### config.mk
export PLATFORM = sky130hd
export DESIGN_NAME = kbd_event_queue
export DESIGN_NICKNAME = d
export VERILOG_FILES = /design/src/rtl/kbd_pkg.sv /design/src/rtl/kbd_fifo.sv /design/src/rtl/kbd_event_queue.sv
export SDC_FILE = /design/constraint.sdc
export NUM_CORES = 1
export LEC_CHECK = 0
export BUFFER_PORTS_ARGS = -buffer_cell sky130_fd_sc_hd__buf_4
export CAP_MARGIN = 30
export CORE_MARGIN = 2
export CORE_UTILIZATION = 45
export CTS_BUF_LIST = sky130_fd_sc_hd__clkbuf_4 sky130_fd_sc_hd__clkbuf_8 sky130_fd_sc_hd__clkbuf_16
export DETAILED_ROUTE_END_ITERATION = 10
export GPL_TIMING_DRIVEN = 0
export PLACE_DENSITY = 0.68
export SLEW_MARGIN = 20
export SYNTH_ARGS = -nofsm -noshare
export SYNTH_HDL_FRONTEND = slang
export SYNTH_HIERARCHICAL = 1
export SYNTH_SLANG_ARGS = --single-unit
### constraint.sdc
create_clock -name clk -period 3.3 [get_ports clk]
set_input_delay 0.825 -clock clk [delete_from_list [all_inputs] [get_ports clk]]
set_output_delay 0.825 -clock clk [all_outputs]
set_load 0.02 [all_outputs]
### src/rtl/kbd_pkg.sv
// Shared widths and the event payload layout for the keyboard/mouse event queue.
package kbd_pkg;

  localparam int unsigned KB_DATA_W        = 16;
  localparam int unsigned KB_EV_W          = 17;
  localparam int unsigned KB_EV_MOUSE_BIT  = 16;
  localparam int unsigned KB_LED_W         = 2;
  localparam int unsigned KB_DEFAULT_DEPTH = 8;

  // Queue entry: source flag in the top bit, packet payload below it.
  typedef struct packed {
    logic                 is_mouse;
    logic [KB_DATA_W-1:0] data;
  } kb_event_t;

endpackage

### src/rtl/kbd_fifo.sv
// Generic single-clock FIFO with occupancy count; head is read straight from storage.
module kbd_fifo #(
  parameter int unsigned WIDTH = 17,
  parameter int unsigned DEPTH = 8
) (
  input  logic                     clk,
  input  logic                     rst_n,
  input  logic                     push,
  input  logic [WIDTH-1:0]         din,
  input  logic                     pop,
  output logic [WIDTH-1:0]         dout,
  output logic                     full,
  output logic                     empty,
  output logic [$clog2(DEPTH):0]   count
);

  localparam int unsigned PW = $clog2(DEPTH);
  localparam int unsigned CW = PW + 1;

  logic [WIDTH-1:0] mem [DEPTH];
  logic [PW-1:0]    wr_ptr;
  logic [PW-1:0]    rd_ptr;
  logic             pop_ok;
  logic             push_ok;

  assign full    = (count == CW'(DEPTH));
  assign empty   = (count == '0);
  assign pop_ok  = pop & ~empty;
  // A push into a full queue is only accepted when a pop frees a slot the same cycle.
  assign push_ok = push & (~full | pop_ok);
  assign dout    = mem[rd_ptr];

  always_ff @(posedge clk or negedge rst_n) begin
    if (!rst_n) begin
      wr_ptr <= '0;
      rd_ptr <= '0;
      count  <= '0;
    end else begin
      if (push_ok) wr_ptr <= wr_ptr + PW'(1);
      if (pop_ok)  rd_ptr <= rd_ptr + PW'(1);
      case ({push_ok, pop_ok})
        2'b10:   count <= count + CW'(1);
        2'b01:   count <= count - CW'(1);
        default: count <= count;
      endcase
    end
  end

  // Storage is intentionally not reset.
  always_ff @(posedge clk) begin
    if (push_ok) mem[wr_ptr] <= din;
  end

endmodule

### src/rtl/kbd_event_queue.sv
// Queues keyboard/mouse packets from the serial engine for the host and
// forwards host LED writes back to the engine as one-cycle strobes.
module kbd_event_queue
  import kbd_pkg::*;
#(
  parameter int unsigned DEPTH = KB_DEFAULT_DEPTH
) (
  input  logic                   clk,
  input  logic                   rst_n,
  input  logic                   kb_avail,
  input  logic                   kb_is_mouse,
  input  logic [KB_DATA_W-1:0]   kb_data,
  output logic                   ev_valid,
  output logic [KB_EV_W-1:0]     ev_data,
  input  logic                   ev_pop,
  output logic [$clog2(DEPTH):0] ev_count,
  output logic                   ovf,
  input  logic                   ovf_clr,
  input  logic                   led_wr,
  input  logic [KB_LED_W-1:0]    led_wdata,
  output logic                   led_data_valid,
  output logic [KB_LED_W-1:0]    led_data
);

  logic      avail_q;
  logic      push_q;
  kb_event_t ev_q;
  logic      fifo_full;
  logic      fifo_empty;
  logic      drop;

  // Rising-edge capture; history resets high so a level held across reset is ignored.
  always_ff @(posedge clk or negedge rst_n) begin
    if (!rst_n) begin
      avail_q <= 1'b1;
      push_q  <= 1'b0;
      ev_q    <= '0;
    end else begin
      avail_q <= kb_avail;
      push_q  <= kb_avail & ~avail_q;
      if (kb_avail & ~avail_q) begin
        ev_q.is_mouse <= kb_is_mouse;
        ev_q.data     <= kb_data;
      end
    end
  end

  kbd_fifo #(
    .WIDTH (KB_EV_W),
    .DEPTH (DEPTH)
  ) u_fifo (
    .clk   (clk),
    .rst_n (rst_n),
    .push  (push_q),
    .din   (ev_q),
    .pop   (ev_pop),
    .dout  (ev_data),
    .full  (fifo_full),
    .empty (fifo_empty),
    .count (ev_count)
  );

  assign ev_valid = ~fifo_empty;
  // Full implies a valid head, so a same-cycle pop always makes room.
  assign drop     = push_q & fifo_full & ~ev_pop;

  always_ff @(posedge clk or negedge rst_n) begin
    if (!rst_n) begin
      ovf <= 1'b0;
    end else if (drop) begin
      ovf <= 1'b1;
    end else if (ovf_clr) begin
      ovf <= 1'b0;
    end
  end

  always_ff @(posedge clk or negedge rst_n) begin
    if (!rst_n) begin
      led_data_valid <= 1'b0;
      led_data       <= '0;
    end else begin
      led_data_valid <= led_wr;
      if (led_wr) led_data <= led_wdata;
    end
  end

endmodule
==> impl_metrics.ini <==
[worst_setup_path]
slowest_stage = clkbuf_1
regToRegStartpoint = u_fifo/count[2]$_DFFE_PN0P_
cp_data_required_time_ps = 2470
r2r-end = u_fifo/mem[0][15]$_DFFE_PP_
cp.depth = 4
reg2reg_depth = 7
path_buf_inv = 3
critPathKind = flip-flop to primary output
crit_end = ev_data[10]
worst_setup_path_start_kind = flip-flop
crit_chain = buf_2 > clkbuf_1 > mux2_2 > buf_4
crit_arrival_ps = 2240
critPathTopFamily = buffers and inverters
reg2reg_slack_ps = 810
startpoint = u_fifo/rd_ptr[2]$_DFFE_PN0N_
slowest_delay_ps = 630
path_max_fanout = 10
end_kind = primary output

[power]
p_sw_uw = 2020
p_seq_share_pct = 41.3
totalPowerFinal_uw = 6660
leakage_uw = 0.00286
peakVddDrop_mv = 0.563
p_per_area_mw_per_mm2 = 830
p_comb_share_pct = 32.3
p_clk_share_pct = 26.3
internal-power_uw = 4640
swShare_pct = 30.3

[timing]
tightest_slew_ps = 768
slew_headroom_pct = 48.8
setup_viol = 0
final_max_slew_viol_count = 0
post-route-period-util_pct = 93.0
hold_viol_final = 0
max_freq_mhz = 326
fin_crit_ps = 3070
rsz0062_at_grt = no
clock_skew_ps = 5.42
layout_setup_ws_ps = 233
whs_ps = 374

[clock_network]
htreeDepth = 4
cts_resized = 1
cts_tree = yes
cts_setup_buffers = 0
numClockSinks = 169
worstSkewPairLatency_ps = 420
cts_hold_buf = 0
cts-root-buf = clkbuf_16
clockBufferDepth = 2
cts_buffers = 17
clk_pin_slew_ps = 60

[yosys]
synthDistinctLibCells = 38
ys.flop_type = edfxtp_1
postSynthAreaPerCell_um2 = 20.1
synth_top_cell_area_share_pct = 60.6
synth_most_common_cell = edfxtp_1
yosys_warnings = 6
ys_seq_area_share_pct = 72.9
synth_cells = 335
synth-seq-cells = 169
synth_common_cells = edfxtp_1 (136), mux4_2 (34), dfrtp_1 (32)
synthTopCellsByArea = edfxtp_1 (61%), dfrtp_1 (12%), mux4_2 (11%)
yosysTopAreaCell = edfxtp_1
syn-cell-area_mm2 = 0.00674
synth_edf_count = 136
syn-num-nets = 365
synth-async-reset-ratio_pct = 19.5

[placement]
dpl.hpwl_um = 8430
routabilityCongestion = 0.756
portBuffers = 50
post-place-ws_ps = 136

[drt]
drt_iter0_markers = 260
avgRoutedWirePerCell_um = 20.8
drc = 0
drt_pass1_iterations = 4
vias = 3328
vias_per_cell = 5.44
ant_nets = 0
routed_wl_um = 12700

[global_route]
met1_usage_pct = 22.3
antenna_found_initial = 0
grt.total_usage_pct = 17.2
grt_pass1_wl_um = 20100
grt_overflow = 0
met3_usage_pct = 5.10
grt_pass1_vias = 3561
met2_usage_pct = 28.2
busiest_layer = met2
grt_max_degree = 34

[run_status]
status = complete, no violations

[finish]
fin_util_pct = 55.0
drive_gt1_share_pct = 43.2
nets = 445
fill_cells = 1099
diodes = 0
areaGrowthSynthToFinish_pct = 19.0

[die]
fp.dieArea_mm2 = 0.0160
core_mm2 = 0.0146
start_util_pct = 46.2
pin_count = 51
rows = 44
die_height_um = 126
die_w_um = 126

[hold_path]
min_path_type = input port to async pin

[run]
drv_cap = 0
==> how the worst min path moves through the flow <==
stage / startpoint / to / slack, ps
floorplan: u_fifo/wr_ptr[0]$_DFFE_PN0P_ / u_fifo/wr_ptr[0]$_DFFE_PN0P_ / 490
global placement: led_data[0]$_DFFE_PN0P_ / led_data[0]$_DFFE_PN0P_ / 490
detailed placement: led_data[0]$_DFFE_PN0P_ / led_data[0]$_DFFE_PN0P_ / 500
CTS: rst_n / led_data[0]$_DFFE_PN0P_ / 380
global route: rst_n / led_data[0]$_DFFE_PN0P_ / 400
finish: rst_n / led_data[0]$_DFFE_PN0P_ / 370
==> placed cells by master (no fill, tap or decap), drive strengths merged <==
| cell type | instances |
|---|---|
| xnor2 | 2 |
| edfxtp | 136 |
| nand2b | 5 |
| mux2i | 1 |
| a21oi | 3 |
| a211oi | 2 |
| a211o | 2 |
| fa | 1 |
| o22a | 1 |
| clkinvlp | 2 |
| nor2 | 11 |
| mux2 | 37 |
| mux4 | 34 |
| nand2 | 13 |
| nand3b | 1 |
| ha | 4 |
| o211ai | 2 |
| o21a | 1 |
| dfrtp | 32 |
| buf | 73 |
| o21ai | 8 |
| o22ai | 2 |
| nor4 | 1 |
| or3 | 3 |
| nor3 | 3 |
| inv | 10 |
| dfstp | 1 |
| o221ai | 1 |
| xor2 | 2 |
| nand3 | 1 |
| nor2b | 1 |
| clkinv | 7 |
| clkbuf | 25 |
==> cells by family after synthesis <==
logic type / after synthesis / share of synthesized area (%)
flip-flops: 169 / 72.9
adder cells (fa/ha/maj): 5 / 1.04
AO/OA/AOI/OAI: 22 / 2.25
multiplexers: 72 / 18.2
XOR/XNOR: 4 / 0.520
buffers and inverters: 24 / 2.26
AND/OR/NAND/NOR: 39 / 2.88
==> area by class of cell <==
type                       count  area, um2  area share [%]
buffer                        15        120            1.50
clock buffer                  22        469            5.85
clock inverter                10       53.8           0.671
inverter                       9       33.8           0.421
multi-input combinational    142       1700            21.2
sequential                   169       4910            61.2
tap                          184        230            2.87
timing repair buffer          61        499            6.23
==> through the flow <==
stage               cells  TNS, ps  cell area [um2]
detailed placement    580        0             7490
global route          612        0             8020
floorplan             335        0             6740
finish                612        0             8020
global placement      569   -74220             7350
CTS                   612        0             8020
==> sequential cells by signal, indices dropped and copies added, names as in the netlist <==
name,count
avail_q,1
ev_q,17
led_data,2
led_data_valid,1
ovf,1
push_q,1
u_fifo/count,4
u_fifo/mem,136
u_fifo/rd_ptr,3
u_fifo/wr_ptr,3
==> metal layers <==
metal / vias to the layer above / wire [um] / share of wire [%]
met1: 1741 / 5510 / 43
met5: - / 0 / 0
li1: 1490 / - / -
met4: 0 / 150 / 1.2
met3: 12 / 547 / 4.3
met2: 85 / 6530 / 51
==> power groups by stage <==
| stage | Sequential, uW | Combinational (uW) | Clock (uW) |
|---|---|---|---|
| after floorplan | 2770 | 1450 | 0 |
| after global placement | 2770 | 2100 | 0 |
| after detailed placement | 2800 | 2170 | 0 |
| after CTS | 2750 | 2180 | 1790 |
| after global routing | 2790 | 2310 | 1880 |
| final | 2750 | 2150 | 1750 |
(Power assumes the default switching activity.)
